`config.mk`:
```
export PLATFORM = sky130hd
export DESIGN_NAME = eth_idma_reg_frontend
export DESIGN_NICKNAME = d
export VERILOG_FILES = /design/src/rtl/eth_idma_reg_frontend.sv
export SDC_FILE = /design/constraint.sdc
export NUM_CORES = 1
export LEC_CHECK = 0
export ABC_AREA = 0
export ABC_CLOCK_PERIOD_IN_PS = 2450
export BUFFER_PORTS_ARGS = -buffer_cell sky130_fd_sc_hd__buf_2
export CORE_UTILIZATION = 45
export DETAILED_ROUTE_END_ITERATION = 8
export HOLD_SLACK_MARGIN = 0.15
export PLACE_DENSITY = 0.77
export SYNTH_ARGS = -nofsm -noshare
export SYNTH_HDL_FRONTEND = slang
export SYNTH_SLANG_ARGS = --single-unit
```
`constraint.sdc`:
```
create_clock -name clk_i -period 2.45 [get_ports clk_i]
set_input_delay 0.1225 -clock clk_i [delete_from_list [all_inputs] [get_ports clk_i]]
set_output_delay 0.1225 -clock clk_i [all_outputs]
set_load 0.05 [all_outputs]
```
`src/rtl/eth_idma_reg_frontend.sv`:
```
// -----------------------------------------------------------------------------
// eth_idma_reg_frontend
//
// Purpose:
//   Terminates the 32-bit configuration bus of an Ethernet iDMA wrapper. Holds
//   the MAC address/config and one transfer descriptor. Software writes are
//   turned into an iDMA valid/ready request handshake. iDMA responses are
//   captured into sticky, readable status and an interrupt pulse.
//
// Ports:
//   clk_i, rst_ni              clock, synchronous active-low reset
//   reg_*                      register bus (always ready, combinational read)
//   idma_req_valid_o/ready_i   request handshake towards the iDMA
//   idma_src/dst_addr_o,
//   idma_length_o,
//   idma_src/dst_protocol_o    descriptor payload (stable while valid is high)
//   idma_rsp_valid_i/ready_o,
//   idma_rsp_error_i           response handshake from the iDMA
//   mac_addr_o, mac_cfg_o      MAC address and MAC configuration
//   irq_o                      one-cycle pulse per accepted response
// -----------------------------------------------------------------------------
module eth_idma_reg_frontend #(
  parameter int unsigned AddrWidth      = 64,
  parameter int unsigned TFLenWidth     = 32,
  parameter int unsigned MaxOutstanding = 4
) (
  input  logic                  clk_i,
  input  logic                  rst_ni,
  input  logic                  reg_valid_i,
  input  logic                  reg_write_i,
  input  logic [31:0]           reg_addr_i,
  input  logic [31:0]           reg_wdata_i,
  input  logic [3:0]            reg_wstrb_i,
  output logic                  reg_ready_o,
  output logic [31:0]           reg_rdata_o,
  output logic                  reg_error_o,
  output logic                  idma_req_valid_o,
  input  logic                  idma_req_ready_i,
  output logic [AddrWidth-1:0]  idma_src_addr_o,
  output logic [AddrWidth-1:0]  idma_dst_addr_o,
  output logic [TFLenWidth-1:0] idma_length_o,
  output logic [2:0]            idma_src_protocol_o,
  output logic [2:0]            idma_dst_protocol_o,
  input  logic                  idma_rsp_valid_i,
  output logic                  idma_rsp_ready_o,
  input  logic                  idma_rsp_error_i,
  output logic [47:0]           mac_addr_o,
  output logic [15:0]           mac_cfg_o,
  output logic                  irq_o
);

  typedef enum logic [1:0] {
    ST_IDLE = 2'd0,
    ST_REQ  = 2'd1,
    ST_LOCK = 2'd2
  } state_e;

  // Word indices (byte offset >> 2)
  localparam logic [4:0] IdxMacLo     = 5'h00;
  localparam logic [4:0] IdxMacHi     = 5'h01;
  localparam logic [4:0] IdxSrc       = 5'h04;
  localparam logic [4:0] IdxDst       = 5'h05;
  localparam logic [4:0] IdxLen       = 5'h06;
  localparam logic [4:0] IdxSrcProt   = 5'h07;
  localparam logic [4:0] IdxDstProt   = 5'h08;
  localparam logic [4:0] IdxReqValid  = 5'h0E;
  localparam logic [4:0] IdxReqReady  = 5'h0F;
  localparam logic [4:0] IdxRspReady  = 5'h10;
  localparam logic [4:0] IdxRspValid  = 5'h11;
  localparam logic [4:0] IdxStatus    = 5'h12;
  localparam logic [4:0] IdxStatusClr = 5'h13;

  localparam logic [3:0] OutMax = 4'(MaxOutstanding);

  // ---------------------------------------------------------------------------
  // State
  // ---------------------------------------------------------------------------
  logic [31:0] maclo_q, maclo_d;
  logic [31:0] machi_q, machi_d;
  logic [31:0] src_q, src_d;
  logic [31:0] dst_q, dst_d;
  logic [31:0] len_q, len_d;
  logic [2:0]  src_prot_q, src_prot_d;
  logic [2:0]  dst_prot_q, dst_prot_d;
  logic        rsp_ready_q, rsp_ready_d;
  state_e      state_q, state_d;
  logic [3:0]  outstanding_q, outstanding_d;
  logic        last_err_q, last_err_d;
  logic        err_sticky_q, err_sticky_d;
  logic [15:0] done_count_q, done_count_d;
  logic        irq_q, irq_d;

  // ---------------------------------------------------------------------------
  // Address decode
  // ---------------------------------------------------------------------------
  logic [4:0]  idx;
  logic        addr_known;
  logic        addr_ro;
  logic        wr_ok;
  logic [31:0] wmask;

  assign idx = reg_addr_i[6:2];

  // Upper and sub-word address bits are intentionally not decoded.
  logic unused_addr_bits;
  assign unused_addr_bits = ^{reg_addr_i[31:7], reg_addr_i[1:0]};

  always_comb begin
    addr_known = 1'b1;
    addr_ro    = 1'b0;
    case (idx)
      IdxMacLo, IdxMacHi, IdxSrc, IdxDst, IdxLen, IdxSrcProt, IdxDstProt,
      IdxReqValid, IdxRspReady, IdxStatusClr: addr_ro = 1'b0;
      IdxReqReady, IdxRspValid, IdxStatus:    addr_ro = 1'b1;
      default:                                addr_known = 1'b0;
    endcase
  end

  // Byte-lane write mask from the strobes.
  for (genvar gi = 0; gi < 4; gi++) begin : g_wmask
    assign wmask[gi*8 +: 8] = {8{reg_wstrb_i[gi]}};
  end

  function automatic logic [31:0] merge(input logic [31:0] old_val,
                                        input logic [31:0] new_val,
                                        input logic [31:0] mask);
    return (old_val & ~mask) | (new_val & mask);
  endfunction

  assign wr_ok = reg_valid_i & reg_write_i & addr_known & ~addr_ro;

  // ---------------------------------------------------------------------------
  // Handshake qualifiers
  // ---------------------------------------------------------------------------
  logic req_hs;
  logic rsp_hs;
  logic can_launch;
  logic reqv_wr;
  logic desc_wr_ok;
  logic clr_wr;
  logic drop_req;
  logic [31:0] prot_src_merged;
  logic [31:0] prot_dst_merged;

  assign req_hs     = (state_q == ST_REQ) & idma_req_ready_i;
  assign rsp_hs     = idma_rsp_valid_i & rsp_ready_q;
  assign can_launch = (outstanding_q < OutMax);
  assign reqv_wr    = wr_ok & (idx == IdxReqValid) & reg_wstrb_i[0];
  assign clr_wr     = wr_ok & (idx == IdxStatusClr);
  // The descriptor is frozen while a request is being offered.
  assign desc_wr_ok = wr_ok & (state_q != ST_REQ);

  assign prot_src_merged = merge({29'd0, src_prot_q}, reg_wdata_i, wmask);
  assign prot_dst_merged = merge({29'd0, dst_prot_q}, reg_wdata_i, wmask);

  // ---------------------------------------------------------------------------
  // Next-state logic
  // ---------------------------------------------------------------------------
  always_comb begin
    maclo_d       = maclo_q;
    machi_d       = machi_q;
    src_d         = src_q;
    dst_d         = dst_q;
    len_d         = len_q;
    src_prot_d    = src_prot_q;
    dst_prot_d    = dst_prot_q;
    rsp_ready_d   = rsp_ready_q;
    state_d       = state_q;
    outstanding_d = outstanding_q;
    last_err_d    = last_err_q;
    err_sticky_d  = err_sticky_q;
    done_count_d  = done_count_q;
    irq_d         = rsp_hs;
    drop_req      = 1'b0;

    // Plain configuration registers
    if (wr_ok && idx == IdxMacLo) maclo_d = merge(maclo_q, reg_wdata_i, wmask);
    if (wr_ok && idx == IdxMacHi) machi_d = merge(machi_q, reg_wdata_i, wmask);
    if (wr_ok && idx == IdxRspReady && reg_wstrb_i[0]) rsp_ready_d = reg_wdata_i[0];

    // Descriptor registers
    if (desc_wr_ok && idx == IdxSrc)     src_d      = merge(src_q, reg_wdata_i, wmask);
    if (desc_wr_ok && idx == IdxDst)     dst_d      = merge(dst_q, reg_wdata_i, wmask);
    if (desc_wr_ok && idx == IdxLen)     len_d      = merge(len_q, reg_wdata_i, wmask);
    if (desc_wr_ok && idx == IdxSrcProt) src_prot_d = prot_src_merged[2:0];
    if (desc_wr_ok && idx == IdxDstProt) dst_prot_d = prot_dst_merged[2:0];

    // Request FSM. REQ ignores REQ_VALID writes so the offer cannot be
    // withdrawn mid-handshake; LOCK waits for software to write 0 so a stale
    // 1 never launches a second transfer.
    case (state_q)
      ST_IDLE: begin
        if (reqv_wr && reg_wdata_i[0]) begin
          if (can_launch) state_d = ST_REQ;
          else            drop_req = 1'b1;
        end
      end
      ST_REQ: begin
        if (req_hs) state_d = ST_LOCK;
      end
      ST_LOCK: begin
        if (reqv_wr && !reg_wdata_i[0]) state_d = ST_IDLE;
      end
      default: state_d = ST_IDLE;
    endcase

    // Outstanding counter. A response with nothing outstanding does not
    // underflow; a launch and a retire in the same cycle cancel.
    case ({req_hs, rsp_hs && (outstanding_q != 4'd0)})
      2'b10:   outstanding_d = outstanding_q + 4'd1;
      2'b01:   outstanding_d = outstanding_q - 4'd1;
      default: outstanding_d = outstanding_q;
    endcase

    // W1C clears are applied first so an event in the same cycle survives.
    // Clearing the error flags drops last_err together with err_sticky.
    if (clr_wr && reg_wstrb_i[0] && reg_wdata_i[1]) begin
      err_sticky_d = 1'b0;
      last_err_d   = 1'b0;
    end
    if (clr_wr && reg_wstrb_i[1] && reg_wdata_i[8]) done_count_d = 16'd0;

    if (rsp_hs) begin
      last_err_d = idma_rsp_error_i;
      if (idma_rsp_error_i || outstanding_q == 4'd0) err_sticky_d = 1'b1;
      if (done_count_d != 16'hFFFF) done_count_d = done_count_d + 16'd1;
    end
    if (drop_req) err_sticky_d = 1'b1;
  end

  // ---------------------------------------------------------------------------
  // Registers
  // ---------------------------------------------------------------------------
  always_ff @(posedge clk_i) begin
    if (!rst_ni) begin
      maclo_q       <= '0;
      machi_q       <= '0;
      src_q         <= '0;
      dst_q         <= '0;
      len_q         <= '0;
      src_prot_q    <= '0;
      dst_prot_q    <= '0;
      rsp_ready_q   <= 1'b0;
      state_q       <= ST_IDLE;
      outstanding_q <= '0;
      last_err_q    <= 1'b0;
      err_sticky_q  <= 1'b0;
      done_count_q  <= '0;
      irq_q         <= 1'b0;
    end else begin
      maclo_q       <= maclo_d;
      machi_q       <= machi_d;
      src_q         <= src_d;
      dst_q         <= dst_d;
      len_q         <= len_d;
      src_prot_q    <= src_prot_d;
      dst_prot_q    <= dst_prot_d;
      rsp_ready_q   <= rsp_ready_d;
      state_q       <= state_d;
      outstanding_q <= outstanding_d;
      last_err_q    <= last_err_d;
      err_sticky_q  <= err_sticky_d;
      done_count_q  <= done_count_d;
      irq_q         <= irq_d;
    end
  end

  // ---------------------------------------------------------------------------
  // Read mux and bus response
  // ---------------------------------------------------------------------------
  always_comb begin
    reg_rdata_o = 32'd0;
    case (idx)
      IdxMacLo:    reg_rdata_o = maclo_q;
      IdxMacHi:    reg_rdata_o = machi_q;
      IdxSrc:      reg_rdata_o = src_q;
      IdxDst:      reg_rdata_o = dst_q;
      IdxLen:      reg_rdata_o = len_q;
      IdxSrcProt:  reg_rdata_o = {29'd0, src_prot_q};
      IdxDstProt:  reg_rdata_o = {29'd0, dst_prot_q};
      IdxReqValid: reg_rdata_o = {31'd0, state_q != ST_IDLE};
      IdxReqReady: reg_rdata_o = {31'd0, (state_q == ST_IDLE) && can_launch};
      IdxRspReady: reg_rdata_o = {31'd0, rsp_ready_q};
      IdxRspValid: reg_rdata_o = {31'd0, idma_rsp_valid_i};
      IdxStatus:   reg_rdata_o = {8'd0, done_count_q, outstanding_q, 2'd0,
                                  err_sticky_q, last_err_q};
      default:     reg_rdata_o = 32'd0;
    endcase
  end

  assign reg_ready_o = 1'b1;
  assign reg_error_o = reg_valid_i & (~addr_known | (reg_write_i & addr_ro));

  // ---------------------------------------------------------------------------
  // Outputs
  // ---------------------------------------------------------------------------
  assign idma_req_valid_o    = (state_q == ST_REQ);
  assign idma_src_addr_o     = AddrWidth'(src_q);
  assign idma_dst_addr_o     = AddrWidth'(dst_q);
  assign idma_length_o       = TFLenWidth'(len_q);
  assign idma_src_protocol_o = src_prot_q;
  assign idma_dst_protocol_o = dst_prot_q;
  assign idma_rsp_ready_o    = rsp_ready_q;
  assign mac_addr_o          = {machi_q[15:0], maclo_q};
  assign mac_cfg_o           = machi_q[31:16];
  assign irq_o               = irq_q;

endmodule
```
Yosys cells after proc, flatten, opt, wreduce, memory -nomap -nowiden
Index checks and enable logic that the tools add are counted.

Bits in registers: 192. Input port bits: 75. Word-level logic and storage cells: 120.

$add $sub $neg: 3. $lt $le $gt $ge: 1. Equal/unequal tests: 22. Muxes and demuxes: 21. Bitwise logic cells: 30. Reduce and logical (&&, ||, !) cells: 29.

Operators with widths (number): 32-bit one-hot mux with 12 select lines (1); 32-bit AND (6); 32-bit OR (5); 16-bit two-way mux (3); 32-bit inverter (1); 5-bit by 3-bit equality test with 1-bit output (second input constant) (4); 5-bit equality test (second input constant) (4); 1-bit logical AND (17); 16-bit by 1-bit adder with 16-bit output (second input constant) (1); 16-bit inequality test (second input constant) (1); 5-bit by 4-bit equality test with 1-bit output (second input constant) (3); 13-bit OR reduction (1); 1-bit AND (11); 1-bit two-way mux (11); 2-bit two-way mux (4); 4-bit one-hot mux with 2 select lines (1); 3-bit AND (2); 2-bit inequality test (second input constant) (3); 3-bit OR (2); 2-bit one-hot mux with 3 select lines (1); 2-bit nonzero test (3); 5-bit by 1-bit equality test with 1-bit output (second input constant) (1); 5-bit zero test (1); 4-bit by 1-bit adder with 4-bit output (second input constant) (1); 14 further kinds (18).

Logic depth before layout (Yosys ltp)
Word-level depth: 12. Depth in mapped cells: 11.

Least setup slack after synthesis
Ideal clock, no wire load.

Path type: input -> register. Start point: input port reg_addr_i[4]. End point: register done_count_q[9]. Setup time: 116 ps. Arrival time: 2235 ps. Data required time: 2334 ps. Slack: 99 ps. Stages on the path: 9. Buffers on the path: 1. Cell sequence: nand4bb_1 or3_1 clkbuf_1 and2_1 ha_1 nand2_1 nor4_2 or4b_2 o211a_1.

Cells in the longest elaborated chain, start to end: 12. Elaborated cells between the ends (all ways): 28. Those cells by class: 1 x add/sub; 13 x eq/ne; 5 x mux; 4 x bitwise; 5 x reduce/logical.

RTL lines: start, declared (RTL line 31) `input logic [31:0] reg_addr_i,`; 5-bit by 4-bit equality test with 1-bit output, or another cell as far along (RTL line 111) `case (idx)`; 13-bit OR reduction (no source line) or 3-bit OR reduction (tied branches); 1-bit two-way mux (RTL line 111); 1-bit AND or 1-bit inverter (tied branches) (RTL line 130) `assign wr_ok = reg_valid_i & reg_write_i & addr_known & ~addr_ro;`; 1-bit AND (RTL line 130); 1-bit AND * (RTL line 149) `assign clr_wr = wr_ok & (idx == IdxStatusClr);`; 1-bit logical AND * (2 in a row) (RTL line 221) `if (clr_wr && reg_wstrb_i[1] && reg_wdata_i[8]) done_count_d = 16'd0;`; 16-bit two-way mux * (RTL line 221); 16-bit by 1-bit adder with 16-bit output or 16-bit inequality test (tied branches) (RTL line 226) `if (done_count_d != 16'hFFFF) done_count_d = done_count_d + 16'd1;`; 16-bit two-way mux (RTL line 226); 16-bit two-way mux * (RTL line 223) `if (rsp_hs) begin`; end signal, assigned (RTL line 263) `done_count_q <= done_count_d;`; end, declared (RTL line 90) `logic [15:0] done_count_q, done_count_d;`.

Mark *: on every way between the ends. The rest lies on a longest branch, timed or not. A chain may end at the register's enable or synchronous reset.

Final worst setup path
Start point: input port reg_wdata_i[8]. End point: register done_count_q[9].

Cells in the longest elaborated chain, start to end: 5. Elaborated cells between the ends (all ways): 6. Those cells by class: 1 x add/sub; 1 x eq/ne; 3 x mux; 1 x reduce/logical.

RTL lines: start, declared (RTL line 32) `input logic [31:0] reg_wdata_i,`; 1-bit logical AND * (RTL line 221); 16-bit two-way mux * (RTL line 221); 16-bit by 1-bit adder with 16-bit output or 16-bit inequality test (tied branches) (RTL line 226); 16-bit two-way mux (RTL line 226); 16-bit two-way mux * (RTL line 223).

Marks and branches as above.

==> run_results.csv <==
group,metric,value,unit
run_status,status,"finished clean",
die,ioPinCount,342,
cts,cts_post_setup_buffers_inserted,0,
layout,finish.net_count,1384,
sta,relSlewSlack,0.599,
cts,clkSlewWorstSetupHoldPaths,0.08,ns
layout,design_area_final,11800,sq um
layout,final_core_utilization,0.584,
sta,finalHoldWorstSlack,0.182,ns
critical_path,critPathTopFamily,"simple AND/OR/NAND/NOR gates",
cts,cts_tree,"built",
logic_synthesis,yosysTopAreaCellShare,0.415,
placed_design,portBuffers,249,
placed_design,finalWeightedCongestion,0.871,
power,cellLeakagePower,5.61,nW
logic_synthesis,synth_async_sr_flop_share,0,
cts,clock_sink_count,192,
cts,cts_buffer_depth,2,
route,drt_first_iter_violations,1064,
logic_synthesis,synth_flop_cell,"sky130_fd_sc_hd__dfxtp_1",
power,p_per_area,573,nW/um^2
logic_synthesis,synth-warning-count,0,
power,post-layout-total-power,0.00674,W
die,die-width,145,um
logic_synthesis,cell_count_after_synthesis,1011,
route,wl,30000,um
die,start_util,0.459,
route,count_of_vias_placed_by_the_detailed_router,8938,
logic_synthesis,synth_top_family_by_area,"simple AND/OR/NAND/NOR gates",
cts,htreeDepth,4,
logic_synthesis,postSynthAreaPerCell,9.16,sq um
logic_synthesis,post_synth_mux_area_share,0.167,
grt,first_global_vias,8353,
grt,grt_max_degree,55,
logic_synthesis,synth_most_common_cell,"sky130_fd_sc_hd__dfxtp_1",
critical_path,worst-path-stages,10,
sta,worst-slew-pin-transition,0.597,ns
placed_design,place_area,10800,sq um
die,die_h,145,um
critical_path,nature_of_the_critical_path_startpoint,"input pin",
critical_path,cp.arrival,2.69,ns
die,total_number_of_placement_rows,52,
min_path,hold_class,"input pin to flop",
critical_path,crit_path_frequent_cell,"sky130_fd_sc_hd__nand2_1",
logic_synthesis,ys_top_cells_by_count,"sky130_fd_sc_hd__dfxtp_1 (192), sky130_fd_sc_hd__mux2i_1 (153), sky130_fd_sc_hd__nand2_1 (127)",
route,route.detailed.vias_per_inst,5.62,
route,post_drt_wl_per_cell,18.9,um
critical_path,crit_path_category,"input pin to flop",
logic_synthesis,area_of_the_mapped_netlist,9260,sq um
cts,cts-root-buf,"sky130_fd_sc_hd__clkbuf_16",
critical_path,rr_worst_depth,8,
layout,drive_gt1_frac,0.273,
cts,clock_latency,0.44,ns
critical_path,crit_fanout,6,
critical_path,critical_path.slowest_cell,"sky130_fd_sc_hd__or4b_2",
sta,hold_violations,0,
sta,post-route-min-period,2.36,ns
placed_design,dp_hpwl,20800,um
logic_synthesis,synth-compound-area-share,0.120,
cts,cts-buffers-inserted,17,
logic_synthesis,synth_fa_ha_area_frac,0.00757,
power,vdd_drop_max,444,uV
sta,finalCritPeriodShare,0.961,
flow_run,maxCapViolations,0,
critical_path,cp_cell_sequence,"dlygate4sd3_1 -> buf_2 -> nand2_1 -> or3_1 -> and2_1 -> ha_1 -> nand2_1 -> nor4_2 -> or4b_2 -> o211a_1",
logic_synthesis,synth_enable_flop_cells,0,
logic_synthesis,synth.lib_cells_used.distinct,61,
route,firstDrtPassIters,8,
logic_synthesis,post_synth_main_area_contributors,"sky130_fd_sc_hd__dfxtp_1 (42%), sky130_fd_sc_hd__mux2i_1 (17%), sky130_fd_sc_hd__buf_4 (5.4%)",
logic_synthesis,synth_xor_area_frac,0.00284,
grt,antenna_found_initial,2,
route,drc_errors,0,
sta,maxSlewViolCount,0,
layout,flow.area_growth_from_synthesis,27.2,%
critical_path,reg2reg_setup_slack,0.14,ns
grt,first_pass_grt_wire_length,45700,um
die,core,20200,sq um
logic_synthesis,post_synth_and_or_nand_nor_area_fraction,0.200,
logic_synthesis,netlist.top_cell.by_area,"sky130_fd_sc_hd__dfxtp_1",
critical_path,critical-path-max-stage-delay,0.63,ns
die,die_area,21100,sq um
critical_path,end_kind,"flop",
route,drt.antenna.violating_nets,0,
sta,fmaxAchievable,425,MHz
sta,final_worst_clock_skew,0.0197,ns
grt,grt-ovfl-total,0,
critical_path,path_buf_inv,2,
sta,final-setup-viol-count,0,
logic_synthesis,yosysSeqAreaShare,0.415,
logic_synthesis,synth.ff_latch_count,192,
grt,grt_usage,0.274,
min_path,worstHoldPathCells,4,
critical_path,endpoint_required_time_on_the_critical_path,2.78,ns
[what timing repair did]
item,in CTS,in global routing
gates resized for setup,0,1
hold endpoints to repair,158,0
endpoints found under the setup margin,0,1
hold buffers,36,0
[per-layer routing]
metal	global-route usage	routed length [um]	vias to the layer above
met5	0	0	-
met4	0.141	1270	0
met3	0.0470	2170	80
met2	0.444	14200	460
met1	0.351	12300	4267
li1	-	-	4131
[worst reg2reg max path: stages, from the launching register on]
cell and delay (ns):
sky130_fd_sc_hd__dfxtp_1 0.40, sky130_fd_sc_hd__nor4_2 0.43, sky130_fd_sc_hd__nor2_1 0.09, sky130_fd_sc_hd__ha_1 0.26, sky130_fd_sc_hd__ha_1 0.29, sky130_fd_sc_hd__a21o_1 0.18, sky130_fd_sc_hd__a21oi_1 0.18, sky130_fd_sc_hd__mux2i_1 0.23
sky130_fd_sc_hd__mux2i_1 0.19
[cell usage in the layout (no fill, tap or decap), types with 12 or more instances in the layout]
master / synthesis / final
sky130_fd_sc_hd__nor2_1: 114 / 111
sky130_fd_sc_hd__a21oi_1: 42 / 42
sky130_fd_sc_hd__clkbuf_16: 0 / 17
sky130_fd_sc_hd__nand2_1: 127 / 127
sky130_fd_sc_hd__a222oi_1: 46 / 46
sky130_fd_sc_hd__conb_1: 2 / 65
sky130_fd_sc_hd__dfxtp_1: 192 / 192
sky130_fd_sc_hd__mux2i_1: 153 / 153
sky130_fd_sc_hd__buf_2: 14 / 249
sky130_fd_sc_hd__nand3_1: 45 / 45
sky130_fd_sc_hd__a22oi_1: 16 / 16
sky130_fd_sc_hd__and3_1: 12 / 12
sky130_fd_sc_hd__buf_4: 66 / 52
sky130_fd_sc_hd__dlygate4sd3_1: 0 / 36
[power breakdown]
group,switching [W],total (W),internal (W)
Sequential,0.00000522,0.00313,0.00312
Combinational,0.000482,0.000619,0.000137
Clock,0.00134,0.00299,0.00165
[path summary, 6_finish.rpt]
path                                               startpoint                             to
worst max-delay path                           reg_wdata_i[8]     done_count_q[9]$_SDFF_PN0_
worst min-delay path                         idma_rsp_valid_i        last_err_q$_SDFFE_PN0P_
worst max register to register  outstanding_q[3]$_SDFFE_PN0P_  outstanding_q[3]$_SDFFE_PN0P_
worst min register to register                           flop                           flop
[cell families (layout without fill, tap and decap cells)]
kind of cell	count (synthesis)	in the layout
buffers and inverters	135	378
DFF	192	192
xor gates and xnor gates	3	3
other	2	67
adders and majority gates	5	5
muxes	154	154
and+or+nand+nor	374	374
AOI/OAI and AO/OA	146	146
[per-stage QoR]
stage | TNS [ns] | std cells | setup slack, ns
final | 0 | 1589 | 0.0949
after global routing | -0.0344 | 1588 | -0.0344
after CTS | 0 | 1587 | 0.0756
after detailed placement | 0 | 1519 | 0.0144
after global placement | 0 | 1519 | 0.0534
after floorplan | 0 | 1074 | 0.0985
[layout make-up]
class / count / area (sq um)
repair buffers: 340 / 2060
flip-flops and latches: 192 / 3840
multi-input cells: 747 / 4880
diodes: 2 / 5.00
clock buffers: 18 / 429
well taps: 270 / 338
fillers: 1745 / 8400
clock inverters: 14 / 199
inverters: 6 / 25.0
Note: power is estimated with default switching activity, not from simulation.
